===== src/rtl/viexo_tmds_pkg.sv =====
// Shared definitions for the TMDS transmit/receive pair: symbol width,
// the four control tokens and the receiver alignment state encoding.
package viexo_tmds_pkg;

    localparam int TMDS_SYM_W = 10;

    localparam logic [TMDS_SYM_W-1:0] TOK_C00 = 10'b1101010100;
    localparam logic [TMDS_SYM_W-1:0] TOK_C01 = 10'b0010101011;
    localparam logic [TMDS_SYM_W-1:0] TOK_C10 = 10'b0101010100;
    localparam logic [TMDS_SYM_W-1:0] TOK_C11 = 10'b1010101011;

    typedef enum logic [1:0] {
        ST_HUNT   = 2'd0,
        ST_CHECK  = 2'd1,
        ST_LOCKED = 2'd2
    } rx_state_t;

endpackage


===== src/rtl/viexo_tmds_dec.sv =====
// Combinational TMDS symbol decoder: classifies a 10-bit symbol as a control
// token (returning its 2-bit control word) and always produces the 8-bit data
// decode so the caller can pick whichever applies.
module viexo_tmds_dec
    import viexo_tmds_pkg::*;
(
    input  logic [TMDS_SYM_W-1:0] i_sym,
    output logic                  o_is_token,
    output logic [1:0]            o_c,
    output logic [7:0]            o_d
);

    logic       w_q8;
    logic [7:0] w_q_lo;

    // Token match against the four fixed control symbols.
    always_comb begin
        o_is_token = 1'b1;
        o_c        = 2'b00;
        case (i_sym)
            TOK_C00: o_c = 2'b00;
            TOK_C01: o_c = 2'b01;
            TOK_C10: o_c = 2'b10;
            TOK_C11: o_c = 2'b11;
            default: begin
                o_is_token = 1'b0;
                o_c        = 2'b00;
            end
        endcase
    end

    // Undo the optional inversion (bit 9), then the XOR/XNOR chain (bit 8).
    always_comb begin
        w_q8   = i_sym[8];
        w_q_lo = i_sym[9] ? ~i_sym[7:0] : i_sym[7:0];
        o_d    = 8'h00;
        o_d[0] = w_q_lo[0];
        for (int i = 1; i < 8; i++) begin
            o_d[i] = w_q8 ? (w_q_lo[i] ^ w_q_lo[i-1]) : ~(w_q_lo[i] ^ w_q_lo[i-1]);
        end
    end

endmodule


===== src/rtl/viexo_tmds_rx.sv =====
// Single-channel TMDS receiver: bit-serial deserialiser with control-token
// word alignment (bit-slip hunting), lock supervision and symbol decode.
// Optional build macro VIEXO_TMDS_RX_STATS_EN adds saturating slip/drop
// counters on outputs slips and drops.
module viexo_tmds_rx
    import viexo_tmds_pkg::*;
#(
    parameter int LOCK_RUN     = 8,
    parameter int TIMEOUT_SYMS = 4095
)(
    input  logic       aclk,
    input  logic       areset,
    input  logic       channel,
    output logic [7:0] d,
    output logic [1:0] c,
    output logic       de,
    output logic       valid,
    output logic       locked
`ifdef VIEXO_TMDS_RX_STATS_EN
    ,
    output logic [7:0] slips,
    output logic [7:0] drops
`endif
);

    localparam logic [3:0]  LOCK_RUN_L = 4'(LOCK_RUN);
    localparam logic [11:0] TMO_L      = 12'(TIMEOUT_SYMS);

    logic [TMDS_SYM_W-1:0] r_sr;
    logic [3:0]            r_phase;
    logic                  r_stall;
    rx_state_t             r_state;
    logic [3:0]            r_run;
    logic [11:0]           r_tmo;
    logic [7:0]            r_d;
    logic [1:0]            r_c;
    logic                  r_de;
    logic                  r_valid;

    rx_state_t             w_state_nxt;
    logic [3:0]            w_run_nxt;
    logic [11:0]           w_tmo_nxt;
    logic                  w_slip;
    logic                  w_strobe;
    logic                  w_bnd;
    logic [TMDS_SYM_W-1:0] w_sym;
    logic                  w_tok;
    logic [1:0]            w_c;
    logic [7:0]            w_d;

    // The symbol completes with the bit being sampled at the phase-9 edge.
    assign w_sym = {channel, r_sr[TMDS_SYM_W-1:1]};
    assign w_bnd = (r_phase == 4'd9);

    viexo_tmds_dec u_dec (
        .i_sym      (w_sym),
        .o_is_token (w_tok),
        .o_c        (w_c),
        .o_d        (w_d)
    );

    // Shift register and symbol phase; a slip holds phase at 0 one extra cycle.
    always_ff @(posedge aclk or posedge areset) begin
        if (areset) begin
            r_sr    <= '0;
            r_phase <= 4'd0;
            r_stall <= 1'b0;
        end else begin
            r_sr    <= w_sym;
            r_stall <= w_slip;
            if (r_stall || w_bnd) r_phase <= 4'd0;
            else                  r_phase <= r_phase + 4'd1;
        end
    end

    // Alignment FSM state and run/timeout counters.
    always_ff @(posedge aclk or posedge areset) begin
        if (areset) begin
            r_state <= ST_HUNT;
            r_run   <= 4'd0;
            r_tmo   <= 12'd0;
        end else begin
            r_state <= w_state_nxt;
            r_run   <= w_run_nxt;
            r_tmo   <= w_tmo_nxt;
        end
    end

    // Next-state logic, evaluated only at symbol boundaries.
    always_comb begin
        w_state_nxt = r_state;
        w_run_nxt   = r_run;
        w_tmo_nxt   = r_tmo;
        w_slip      = 1'b0;
        w_strobe    = 1'b0;
        if (w_bnd) begin
            case (r_state)
                ST_HUNT: begin
                    if (w_tok) begin
                        w_run_nxt   = 4'd1;
                        w_tmo_nxt   = 12'd0;
                        w_state_nxt = (LOCK_RUN_L <= 4'd1) ? ST_LOCKED : ST_CHECK;
                    end else begin
                        w_slip = 1'b1;
                    end
                end
                ST_CHECK: begin
                    if (w_tok) begin
                        w_run_nxt = r_run + 4'd1;
                        if ((r_run + 4'd1) >= LOCK_RUN_L) begin
                            w_state_nxt = ST_LOCKED;
                            w_tmo_nxt   = 12'd0;
                        end
                    end else begin
                        w_state_nxt = ST_HUNT;
                        w_run_nxt   = 4'd0;
                        w_slip      = 1'b1;
                    end
                end
                ST_LOCKED: begin
                    w_strobe = 1'b1;
                    if (w_tok) begin
                        w_tmo_nxt = 12'd0;
                    end else if ((r_tmo + 12'd1) == TMO_L) begin
                        // Timeout: drop lock without a strobe and without slipping.
                        w_state_nxt = ST_HUNT;
                        w_run_nxt   = 4'd0;
                        w_tmo_nxt   = 12'd0;
                        w_strobe    = 1'b0;
                    end else begin
                        w_tmo_nxt = r_tmo + 12'd1;
                    end
                end
                default: begin
                    w_state_nxt = ST_HUNT;
                    w_run_nxt   = 4'd0;
                    w_tmo_nxt   = 12'd0;
                end
            endcase
        end
    end

    // Decoded outputs register on locked boundaries and hold in between.
    always_ff @(posedge aclk or posedge areset) begin
        if (areset) begin
            r_d     <= 8'h00;
            r_c     <= 2'b00;
            r_de    <= 1'b0;
            r_valid <= 1'b0;
        end else begin
            r_valid <= w_strobe;
            if (w_strobe) begin
                if (w_tok) begin
                    r_de <= 1'b0;
                    r_c  <= w_c;
                end else begin
                    r_de <= 1'b1;
                    r_c  <= 2'b00;
                    r_d  <= w_d;
                end
            end
        end
    end

    assign d      = r_d;
    assign c      = r_c;
    assign de     = r_de;
    assign valid  = r_valid;
    assign locked = (r_state == ST_LOCKED);

`ifdef VIEXO_TMDS_RX_STATS_EN
    logic [7:0] r_slips;
    logic [7:0] r_drops;
    logic       w_drop;

    assign w_drop = (r_state == ST_LOCKED) && (w_state_nxt == ST_HUNT);

    // Saturating slip and lock-loss event counters.
    always_ff @(posedge aclk or posedge areset) begin
        if (areset) begin
            r_slips <= 8'd0;
            r_drops <= 8'd0;
        end else begin
            if (w_slip && (r_slips != 8'hFF)) r_slips <= r_slips + 8'd1;
            if (w_drop && (r_drops != 8'hFF)) r_drops <= r_drops + 8'd1;
        end
    end

    assign slips = r_slips;
    assign drops = r_drops;
`endif

endmodule


===== config.mk =====
export PLATFORM = sky130hd
export DESIGN_NAME = viexo_tmds_rx
export DESIGN_NICKNAME = d
export VERILOG_FILES = /design/src/rtl/viexo_tmds_pkg.sv /design/src/rtl/viexo_tmds_dec.sv /design/src/rtl/viexo_tmds_rx.sv
export SDC_FILE = /design/constraint.sdc
export NUM_CORES = 1
export LEC_CHECK = 0
export CORE_MARGIN = 2
export CORE_UTILIZATION = 32
export DETAILED_ROUTE_END_ITERATION = 8
export PLACE_DENSITY = 0.5
export SYNTH_ARGS = -nofsm -noshare
export SYNTH_HDL_FRONTEND = slang
export SYNTH_HIERARCHICAL = 1
export SYNTH_SLANG_ARGS = --single-unit

===== constraint.sdc =====
create_clock -name aclk -period 2.1 [get_ports aclk]
set_input_delay 0.42 -clock aclk [delete_from_list [all_inputs] [get_ports aclk]]
set_output_delay 0.42 -clock aclk [all_outputs]
set_load 0.005 [all_outputs]

==> results of run 1 <==
==> layer usage <==
layer	global-route usage, %	routed length (µm)
met1	17.8	2600
met2	20.9	2460
met3	3.07	150
met4	4.04	89
met5	0	0
==> area by class of cell <==
class	instances	area share (%)
multi-input combinational	171	41.3
inverter	17	2.02
sequential	44	34.8
timing repair buffer	55	14.9
tap	99	3.91
clock inverter	2	0.474
clock buffer	6	2.61
==> synthesized netlist by cell type, drive strengths merged (3+ instances only) <==
cell	number	share of area, %
dfrtp	44	45
nand2	28	4.7
inv	17	2.6
o21ai	16	3.3
ha	14	7.2
nand3	12	2.5
nor2	12	1.9
xnor2	11	4.0
nand4	9	2.9
nor3	9	2.1
mux2	8	3.7
a21oi	7	1.4
buf	7	2.4
xor2	5	1.8
a32o	3	1.2
clkbuf	3	0.47
nor3b	3	0.93
o211ai	3	0.93
o311ai	3	1.1
or3	3	0.98
==> state kept, by name, summed over array words and instances (netlist names), 2 cells and up <==
name,flops
r_state,2
r_sr,9
r_run,4
r_tmo,12
d,8
r_phase,4
c,2
==> power groups by stage <==
stage | sequential [mW] | combinational (mW) | clock [mW]
after global routing | 0.959 | 0.281 | 0.635
final | 0.952 | 0.238 | 0.583
after floorplan | 0.956 | 0.180 | 0
after detailed placement | 0.967 | 0.239 | 0
after global placement | 0.967 | 0.234 | 0
after CTS | 0.952 | 0.239 | 0.599
==> timing repair <==
action	4_1_cts	5_1_grt
gates resized for setup	3	25
pin swaps	1	7
endpoints found under the setup margin	9	28
setup buffers	1	6
==> through the flow <==
step / std cells / total power, mW / setup TNS (ns) / area, µm²
2_1_floorplan: 242 / 1.14 / 0 / 2430
3_3_place_gp: 379 / 1.20 / -0.0483 / 2900
3_5_place_dp: 379 / 1.21 / -0.0630 / 2900
4_1_cts: 388 / 1.79 / -0.0342 / 3010
5_1_grt: 394 / 1.88 / -0.221 / 3170
6_report: 394 / 1.77 / 0 / 3170
==> cells by family after synthesis <==
group | after synthesis
buf+inv | 27
flops | 44
fa+ha+maj | 14
compound gates | 42
mux | 10
simple gates | 89
xor+xnor | 16
==> final timing paths <==
| check | start | endpoint | slack, ns | depth (start not counted) |
|---|---|---|---|---|
| setup / recovery | r_tmo[1]$_DFFE_PP0P_ | r_tmo[10]$_DFFE_PP0P_ | 0.02 | 8 |
| hold reg to reg | r_sr[3]$_DFF_PP0_ | r_sr[2]$_DFF_PP0_ | 0.41 | 0 |
| setup reg to reg | r_tmo[1]$_DFFE_PP0P_ | r_tmo[10]$_DFFE_PP0P_ | 0.02 | 8 |
| max in group asynchronous | areset | r_tmo[7]$_DFFE_PP0P_ | 1.16 | 3 |
| min in group asynchronous | areset | r_sr[5]$_DFF_PP0_ | 0.44 | 2 |
| hold / removal | r_sr[3]$_DFF_PP0_ | r_sr[2]$_DFF_PP0_ | 0.41 | 0 |
==> impl_results.md, run 1 <==
* Yosys warnings at 6
* DRC at 0
* Crit path DAT at approximately 2.3 ns
* Synth Area in Compound Gates at about an eighth
* Post-Syn Instances at approximately 240
* Unrepaired setup endpoints after global routing: yes
* CTS H-tree lvls at 2
* Leak at approximately 1.4 nW
* Finished Core Util at between 40% and 50%
* Vias in the first global route at about 1900
* Post-route ant nets at 0
* Logic pwr share at 13.4%
* Max-slew violation count at 0
* Status: finished clean
* Fraction of registers with async set/reset at 100%
* Die footprint at around 0.0083 mm²
* DR vias at slightly below 2000
* Unique masters post-synth at 46
* Clock Sinks at between 40 and 50
* Proportion of synthesized area in mux cells at between 4 and 5%
* Post-Route WL at 5.30 mm
* Cts bufs inserted at 5
* Net Sw Frac at between 20% and 30%
* Antenna violations before repair at 0
* CTS max path bufs at 2
* Antenna diodes at 0
* Die height at 91.0 µm
* Layout cell share with drive strength beyond 1 at 27.8%
* Crit end category: flip-flop
* Final Cycle Share at 98.9%
* Slew margin rel. at between 60% and 70%
* Power share of the clock group at 32.9%
* WP buf/inv at 3
* Largest family of logic cells by synthesized area: simple AND/OR/NAND/NOR gates
* Post-synthesis net count at 259
* Grt ovf at 0
* Final Critical Period at 2.08 ns
* Power density cells at 560 mW/mm²
* Max Clock Skew at between 0.008 and 0.009 ns
* WS Path Type: flip-flop to flip-flop
* DP Worst Slack at -0.0493 ns
* Maximum vdd ir drop at 429 µV
* Main synth FF type: dfrtp_1
* DIE WIDTH at between 90 and 100 µm
* Reg area at about 0.0011 mm²
* Sequential share of the synthesized area at between 40% and 50%
* IO buf count at 15
* Gpl congestion at 0.871
* Multi-input logic area at about 0.0013 mm²
* CTS tree: done
* Cell internal pwr at 1.29 mW
* Crit path max-delay family: simple AND/OR/NAND/NOR gates
* Placed wire-length estimate at around 3.8 mm
* Hold Slack at about 0.4 ns
* Clk_lat worst skew at approximately 0.30 ns
* Synthesized area at roughly 0.0024 mm²
* Sw power at 0.486 mW
* Critical-path cell list: buf_4, and2_4, buf_4, a32o_2, nand4_4, buf_6, or4b_1, o21ai_1
* Nets at 311
* Hold WC Path Type: flip-flop to flip-flop
* Required time worst endpoint at 2.33 ns
* CP max FO at 6
* Routed WL per cell at 13.5 µm
* Slowest cell delay on critical path at around 0.46 ns
* FF+latch count, synth at 44
* CP most frequent cell: buf_4
* First drt pass iteration count at 4
* Worst slew pin tran at about 0.45 ns
* Synth Area in Simple Gates at between 10% and 20%
* Starting density of the core at 33.2%
* Adder-cell share of the synthesized area at 7.24%
* Final setup margin at roughly 0.024 ns
* Startpoint types: flip-flop
* Commonest non-fill, non-tap cell in the layout: dfrtp_1
* Post-Synth XOR/XNOR Area at 5.79%
* Initial DRC Count at 88
* Hold buffer count at CTS at 0
* Core area at around 0.0073 mm²
* Synth-to-Final Area Change at 30.8%
* Total track usage at a little over an eighth
* Core Rows at 31
* Final Hold Fails at 0
* Routed vias/inst at roughly 4.9
* Fillcell total at between 700 and 800
* Worst-path clk slew at around 0.09 ns
* Post-synth EDFFs at 0
* Largest net degree at the start of global routing at 27
* Slowest CP cell: dfrtp_2
* Most frequent cells in the layout: 42 x dfrtp_1, 37 x buf_4, 25 x nand2_1
* Highest clock rate at 482 MHz
* First-pass GRT wire length at approximately 8.9 mm
* Sequential share of power at 53.7%
* Mean area per synthesized cell at 10.0 µm²
* IO Pins at 16
* Max-cap violation count at 0
* Clk root buf: clkbuf_8
* Final Setup Violations at 0
Note: power is estimated with default switching activity, not from simulation.
==> run 2: changes to the inputs <==
- CORE_UTILIZATION: 32 -> 53
- PLACE_DENSITY: 0.5 -> 0.76
==> run 2 against run 1 <==
Compared with the run above:
- the flow now finishes with violations (negative setup slack)
- design area shrank 3.0%
- routed wire length grew 3.1%
- via count grew 3.1%
- sequential share of layout area grew 1.1 points
- maximum frequency shrank 2.0%
- combinational power grew 6%
- clock-buffer cell count grew 1
- non-clock buffer count shrank 1
- cell count shrank 12%
- largest power group unchanged
- setup slack lost 0.042 ns
- clock power shrank 3%
==> impl_results.md, run 2 (synthesis gave the netlist of run 1 again) <==
* Die height at 71.6 µm (-21%)
* WS Path Type: flip-flop to flip-flop
* Final Setup Violations at 2 (+2)
* Crit path DAT at 2.34 ns (+0.03 ns)
* Sw power at 0.479 mW (-1.5%)
* Power density cells at 576 mW/mm² (+2.8%)
* Most frequent cells in the layout: 42 x dfrtp_1, 34 x buf_4, 25 x nand2_1
* Post-Route WL at 5.47 mm (+3.1%)
* WP buf/inv at 0 (-3)
* Starting density of the core at 55.2% (+22 points)
* DIE WIDTH at 71.6 µm (-21%)
* Routed WL per cell at 15.8 µm (+17%)
* Crit. Startpoint: r_sr[2]$_DFF_PP0_
* Synth-to-Final Area Change at 26.9%
* Max-slew violation count at 0 (unchanged)
* Gpl congestion at 0.955 (+9.6%)
* Total track usage at 22.5% (+9.3 points)
* Clock Sinks at 44 (unchanged)
* Vias in the first global route at 1904 (+0.63%)
* Initial DRC Count at 225 (+160%)
* DRC at 0 (unchanged)
* Clk_lat worst skew at 0.29 ns (about the same)
* Commonest non-fill, non-tap cell in the layout: dfrtp_1
* Non-filler cells, final at 346 (-12%)
* Hold WC Path Type: input pin to asynchronous set/reset pin
* Critical-path cell list: ha_2, nor2b_2, nand4_1, nand2_2, or3_4, or4b_1, o21ai_2
* Core area at 0.00438 mm² (-40%)
* Net Sw Frac at 27.1% (-0.33 points)
* Crit path max-delay family: simple AND/OR/NAND/NOR gates
* Largest register FFs at 12 (unchanged)
* Placed wire-length estimate at 3.61 mm (-4.0%)
* Crit end category: flip-flop
* Slowest cell delay on critical path at 0.53 ns (+0.07 ns)
* Power share of the clock group at 31.9% (-1.0 points)
* Antenna diodes at 0 (unchanged)
* First drt pass iteration count at 4 (unchanged)
* Post-route ant nets at 0 (unchanged)
* CTS H-tree lvls at 2 (unchanged)
* DP Worst Slack at -0.0725 ns (-0.0232 ns)
* CP max FO at 4 (-2)
* Slowest CP cell: or4b_1
* Core Rows at 24 (-23%)
* Worst slew pin tran at 0.603 ns (+0.157 ns)
* Highest clock rate at 472 MHz (-2.0%)
* R2r startpoint: r_sr[2]$_DFF_PP0_
* Die footprint at 0.00512 mm² (-38%)
* Cell internal pwr at 1.29 mW (+0.19%)
* Dpl cells at 328 (-13%)
* Layout cell share with drive strength beyond 1 at 27.2% (-0.59 points)
* Maximum vdd ir drop at 500 µV (+16%)
* Nets at 310 (-0.32%)
* Grt ovf at 0 (unchanged)
* IO Pins at 16 (unchanged)
* First-pass GRT wire length at 9.00 mm (+1.2%)
* Final Hold Fails at 0 (unchanged)
* Final Critical Period at 2.12 ns (+0.0418 ns)
* Largest net degree at the start of global routing at 20 (-26%)
* Status: finished, violations left
* Sequential share of power at 53.8% (about the same)
* Slew margin rel. at 59.5% (-10 points)
* Startpoint types: flip-flop
* Logic pwr share at 14.3% (+0.9 points)
* CTS max path bufs at 2 (unchanged)
* Max Clock Skew at 0.00337 ns (-0.00559 ns)
* Max-cap violation count at 0 (unchanged)
* Worst-path clk slew at 0.09 ns (about the same)
* Routed vias/inst at 5.77 (+17%)
* Unrepaired setup endpoints after global routing: yes
* CTS tree: done
* IO buf count at 15 (unchanged)
* Final Cycle Share at 101% (+2.0 points)
* Cts bufs inserted at 5 (unchanged)
* Largest register by flop count: r_tmo
* Finished Core Util at 70.1% (+27 points)
* Leak at 1.38 nW (-1.2%)
* Clk root buf: clkbuf_8
* Required time worst endpoint at 2.32 ns (about the same)
* DR vias at 1996 (+3.1%)
* Final setup margin at -0.0178 ns (-0.0418 ns)
* Antenna violations before repair at 0 (unchanged)
* Failing checks: negative setup slack
[run 2: through the flow]
step	TNS [ns]	total power, mW	area [µm²]	hold WS (ns)
after CTS	0	1.77	2940	0.421
after global routing	-0.442	1.85	3070	0.448
after detailed placement	-0.0882	1.21	2790	0.408
after floorplan	0	1.14	2430	0.374
after global placement	0	1.20	2790	0.391
final	-0.0235	1.77	3070	0.419
[run 2: worst register-to-register path: stages (launching register included)]
cell and delay (ns):
dfrtp_1 0.43, ha_2 0.20, nor2b_2 0.16, nand4_1 0.17
nand2_2 0.14, or3_4 0.36, or4b_1 0.53, o21ai_2 0.08
[run 2: power groups by stage]
stage / clock [mW] / sequential (mW) / combinational, mW
2_1_floorplan: 0 / 0.956 / 0.180
3_3_place_gp: 0 / 0.964 / 0.232
3_5_place_dp: 0 / 0.968 / 0.243
4_1_cts: 0.568 / 0.950 / 0.253
5_1_grt: 0.613 / 0.958 / 0.282
6_report: 0.565 / 0.951 / 0.253
[run 2: final timing paths]
kind | slack, ns | endpoint | cells past startpoint
max in group asynchronous | 1.06 | r_tmo[7]$_DFFE_PP0P_ | 3
worst min-delay path | 0.42 | c[1]$_DFFE_PP0P_ | 2
worst max register to register | -0.02 | r_tmo[10]$_DFFE_PP0P_ | 7
worst max-delay path | -0.02 | r_tmo[10]$_DFFE_PP0P_ | 7
min in group aclk | 0.42 | r_sr[2]$_DFF_PP0_ | 0
worst min register to register | 0.42 | r_sr[2]$_DFF_PP0_ | 0
[run 2: cell type report]
class | instances | area (µm²)
Fill cell | 311 | 1310
Timing Repair Buffer | 54 | 455
Clock buffer | 7 | 86.3
Clock inverter | 1 | 7.51
Tap cell | 52 | 65.1
Multi-Input combinational cell | 171 | 1290
Sequential cell | 44 | 1100
Inverter | 17 | 63.8
[run 2: layer usage]
| metal | global-route usage, % | up-vias | part of all wire, % |
|---|---|---|---|
| met5 | 0 | - | 0 |
| met1 | 30.9 | 982 | 44 |
| met3 | 4.50 | 9 | 3.7 |
| met4 | 6.08 | 0 | 1.7 |
| li1 | - | 960 | - |
| met2 | 36.6 | 45 | 50 |
[run 2: repair_timing]
action,in CTS,in global routing
setup endpoints to repair,11,26
gates cloned,0,1
hold endpoints to repair,0,0
pin swaps,3,7
hold buffers,0,0
gates resized for setup,4,25
setup buffers,6,3
==> run 3: changes to the inputs <==
- ABC_AREA: not set -> 1
- PLACE_DENSITY: 0.76 -> 0.75
==> run 3 against run 2 <==
Compared with the run above:
- the flow now finishes without violations
- cell count up 15%
- critical endpoint is now d[7]$_DFFE_PP0P_
- via count is 1.2% higher
- maximum frequency up 12%
- die area is 6.0% higher
- clock-buffer cell count decreased by 1
- first-iteration DRC count down 56%
- largest cell class unchanged
- synthesized area up 6.4%
- routed wire length fell by 14%
==> impl_results.md, run 3 <==
* Highest clock rate at 529 MHz (+12%)
* Post-Route WL at 4.69 mm (-14%)
* Commonest non-fill, non-tap cell in the layout: nand2_1
* CTS H-tree lvls at 2 (unchanged)
* Unique masters post-synth at 26 (-43%)
* IO Pins at 16 (unchanged)
* Layout cell share with drive strength beyond 1 at 13.3% (-14 points)
* Startpoint types: flip-flop
* Main synth FF type: dfrtp_1
* Required time worst endpoint at 2.33 ns (about the same)
* Grt ovf at 0 (unchanged)
* Slowest CP cell: dfrtp_2
* Hold buffer count at CTS at 0 (unchanged)
* Gpl congestion at 0.836 (-12%)
* Clk root buf: clkbuf_8
* Net Sw Frac at 27.0% (-0.035 points)
* Placed wire-length estimate at 3.55 mm (-1.5%)
* Yosys warnings at 6 (unchanged)
* Post-synth top cells: 103 x nand2_1, 51 x inv_1, 44 x dfrtp_1
* Initial DRC Count at 100 (-56%)
* Maximum vdd ir drop at 422 µV (-16%)
* Synth-to-Final Area Change at 12.9%
* Core Rows at 25 (+4.2%)
* Fillcell total at 421 (+35%)
* Logic pwr share at 13.0% (-1.3 points)
* Mean area per synthesized cell at 7.97 µm² (-20%)
* R2r startpoint: r_tmo[0]$_DFFE_PP0P_
* Sw power at 0.469 mW (-2.0%)
* Hold WC Path Type: input pin to asynchronous set/reset pin
* Slowest cell delay on critical path at 0.44 ns (-0.09 ns)
* Final Hold Fails at 0 (unchanged)
* IO buf count at 15 (unchanged)
* Cells resized by post-CTS repair at 0 (-4)
* Routed WL per cell at 11.8 µm (-26%)
* Sequential share of the synthesized area at 42.8% (-2.7 points)
* Post-route ant nets at 0 (unchanged)
* Crit. Startpoint: r_tmo[0]$_DFFE_PP0P_
* Most numerous cell in the Yosys netlist: nand2_1
* Slew margin rel. at 61.7% (+2.2 points)
* Synthesized area at 0.00257 mm² (+6.4%)
* Unrepaired setup endpoints after global routing: no
* Status: finished clean
* Vias in the first global route at 1944 (+2.1%)
* Cell internal pwr at 1.27 mW (-1.8%)
* Crit end category: flip-flop
* Final Setup Violations at 0 (-2)
* Antenna violations before repair at 0 (unchanged)
* Post-synth EDFFs at 0 (unchanged)
* CP most frequent cell: nand2_1
* DRC at 0 (unchanged)
* Final setup TNS at 0 ns (+0.0235 ns)
* Total power at 1.74 mW (-1.8%)
* Max-cap violation count at 0 (unchanged)
* DR vias at 2020 (+1.2%)
* Finished Core Util at 61.9% (-8.1 points)
* Ranking of synthesized cells by area: dfrtp_1 43%, nand2_1 15%, inv_1 7.4%
* Post-synthesis net count at 340 (+31%)
* Max Clock Skew at 0.00513 ns (+0.00176 ns)
* Largest register FFs at 12 (unchanged)
* Final Cycle Share at 90.1% (-11 points)
* First-pass GRT wire length at 8.27 mm (-8.1%)
* Core area at 0.00469 mm² (+7.0%)
* CTS tree: done
* Non-filler cells, final at 399 (+15%)
* Worst-path clk slew at 0.08 ns (about the same)
* Post-synth top area share at 42.8% (-2.7 points)
* Power density cells at 597 mW/mm² (+3.8%)
* Total track usage at 20.1% (-2.4 points)
* Post-Syn Instances at 323 (+33%)
* Dpl cells at 391 (+19%)
* Routed vias/inst at 5.06 (-12%)
* DIE WIDTH at 73.7 µm (+3.0%)
* Hold Slack at 0.402 ns (-0.0175 ns)
* Max-slew violation count at 0 (unchanged)
* Final setup margin at 0.208 ns (+0.226 ns)
* Leak at 1.40 nW (+1.8%)
* Power share of the clock group at 31.8% (about the same)
* Largest net degree at the start of global routing at 30 (+50%)
* Crit path DAT at 2.12 ns (-0.22 ns)
* FF+latch count, synth at 44 (unchanged)
* Clock Sinks at 44 (unchanged)
* Largest register by flop count: r_tmo
* Post-CTS Setup Bufs at 0 (-6)
* Most frequent cells in the layout: 102 x nand2_1, 50 x inv_1, 41 x dfrtp_1
* WS Path Type: flip-flop to flip-flop
* First drt pass iteration count at 4 (unchanged)
* CTS max path bufs at 2 (unchanged)
* Critical-path cell list: ha_1, nand2_1, nand2_1, nor2_1, nand3_1, nor2_1, nand3_2, nand3_2, buf_12, nand2_1, o21ai_0
* DP Worst Slack at 0.198 ns (+0.271 ns)
* Sequential share of power at 55.2% (+1.4 points)
* CP max FO at 29 (+25)
* Starting density of the core at 54.9% (-0.34 points)
* Final Critical Period at 1.89 ns (-0.226 ns)
* Antenna diodes at 0 (unchanged)
* Cts bufs inserted at 5 (unchanged)
* Fraction of registers with async set/reset at 100% (unchanged)
* Finished Cell Area at 0.00291 mm² (-5.4%)
* Area leader, netlist: dfrtp_1
* Clk_lat worst skew at 0.30 ns (about the same)
* Worst slew pin tran at 0.570 ns (-0.0326 ns)
* Die footprint at 0.00543 mm² (+6.0%)
* Die height at 73.7 µm (+3.0%)
* Area post-placement at 0.00280 mm² (+0.27%)
* Nets at 361 (+16%)
run 3: cell count changes in the layout (fill, tap and decap cells not counted), sizes merged, moves of 7 or more:
| cell | previous run | this run |
|---|---|---|
| buf | 39 | 6 |
| nor2 | 12 | 27 |
| nor3 | 9 | 2 |
| o22ai | 0 | 11 |
| xnor2 | 11 | 3 |
| nand3 | 12 | 22 |
| nand2 | 28 | 109 |
| inv | 16 | 51 |
| mux2 | 8 | 0 |
run 3: logic make-up after synthesis:
logic type                 count (synthesis)  share of synthesized area, %
AOI/OAI and AO/OA                         26                          7.77
buffers and inverters                     59                          10.2
adders and majority gates                 14                          6.80
and+or+nand+nor                          171                          29.4
DFF                                       44                          42.8
muxes                                      1                         0.389
xor gates and xnor gates                   8                          2.72
run 3: power by group through the flow:
| stage | Clock [mW] | Combinational (mW) | Sequential [mW] |
|---|---|---|---|
| 4_1_cts | 0.565 | 0.230 | 0.959 |
| 5_1_grt | 0.596 | 0.263 | 0.968 |
| 2_1_floorplan | 0 | 0.182 | 0.965 |
| 3_3_place_gp | 0 | 0.222 | 0.975 |
| 3_5_place_dp | 0 | 0.228 | 0.976 |
| 6_report | 0.552 | 0.226 | 0.958 |
run 3: worst paths after layout:
check,to,slack (ns),cells after the start
max,d[7]$_DFFE_PP0P_,0.21,11
min,r_run[2]$_DFFE_PP0P_,0.40,2
max reg2reg,d[7]$_DFFE_PP0P_,0.21,11
min reg2reg,r_sr[7]$_DFF_PP0_,0.41,0
max in group asynchronous,r_tmo[2]$_DFFE_PP0P_,1.20,3
min in group aclk,r_sr[7]$_DFF_PP0_,0.41,0
run 3: cell type report:
class / instances / area, µm² / share of cell area (%)
clock buffer: 6 / 82.6 / 2.84
timing repair buffer: 21 / 220 / 7.58
clock inverter: 2 / 10.0 / 0.344
tap: 54 / 67.6 / 2.32
inverter: 52 / 200 / 6.89
sequential: 44 / 1100 / 38.0
multi-input combinational: 220 / 1220 / 42.0
run 3: metal layers:
layer / vias up / global-route usage [%] / part of all wire, %
met4: 0 / 9.09 / 2.2
met3: 8 / 3.57 / 2.0
met1: 947 / 25.4 / 47
met2: 15 / 33.4 / 49
li1: 1050 / - / -
met5: - / 0 / 0
run 3: critical path: cells and delay by family (launching register included):
family | cells | cell delay [ns]
AO/OA/AOI/OAI | 1 | 0.08
flip-flops | 1 | 0.44
adder cells (fa/ha/maj) | 1 | 0.26
AND/OR/NAND/NOR | 8 | 0.85
buffers and inverters | 1 | 0.18
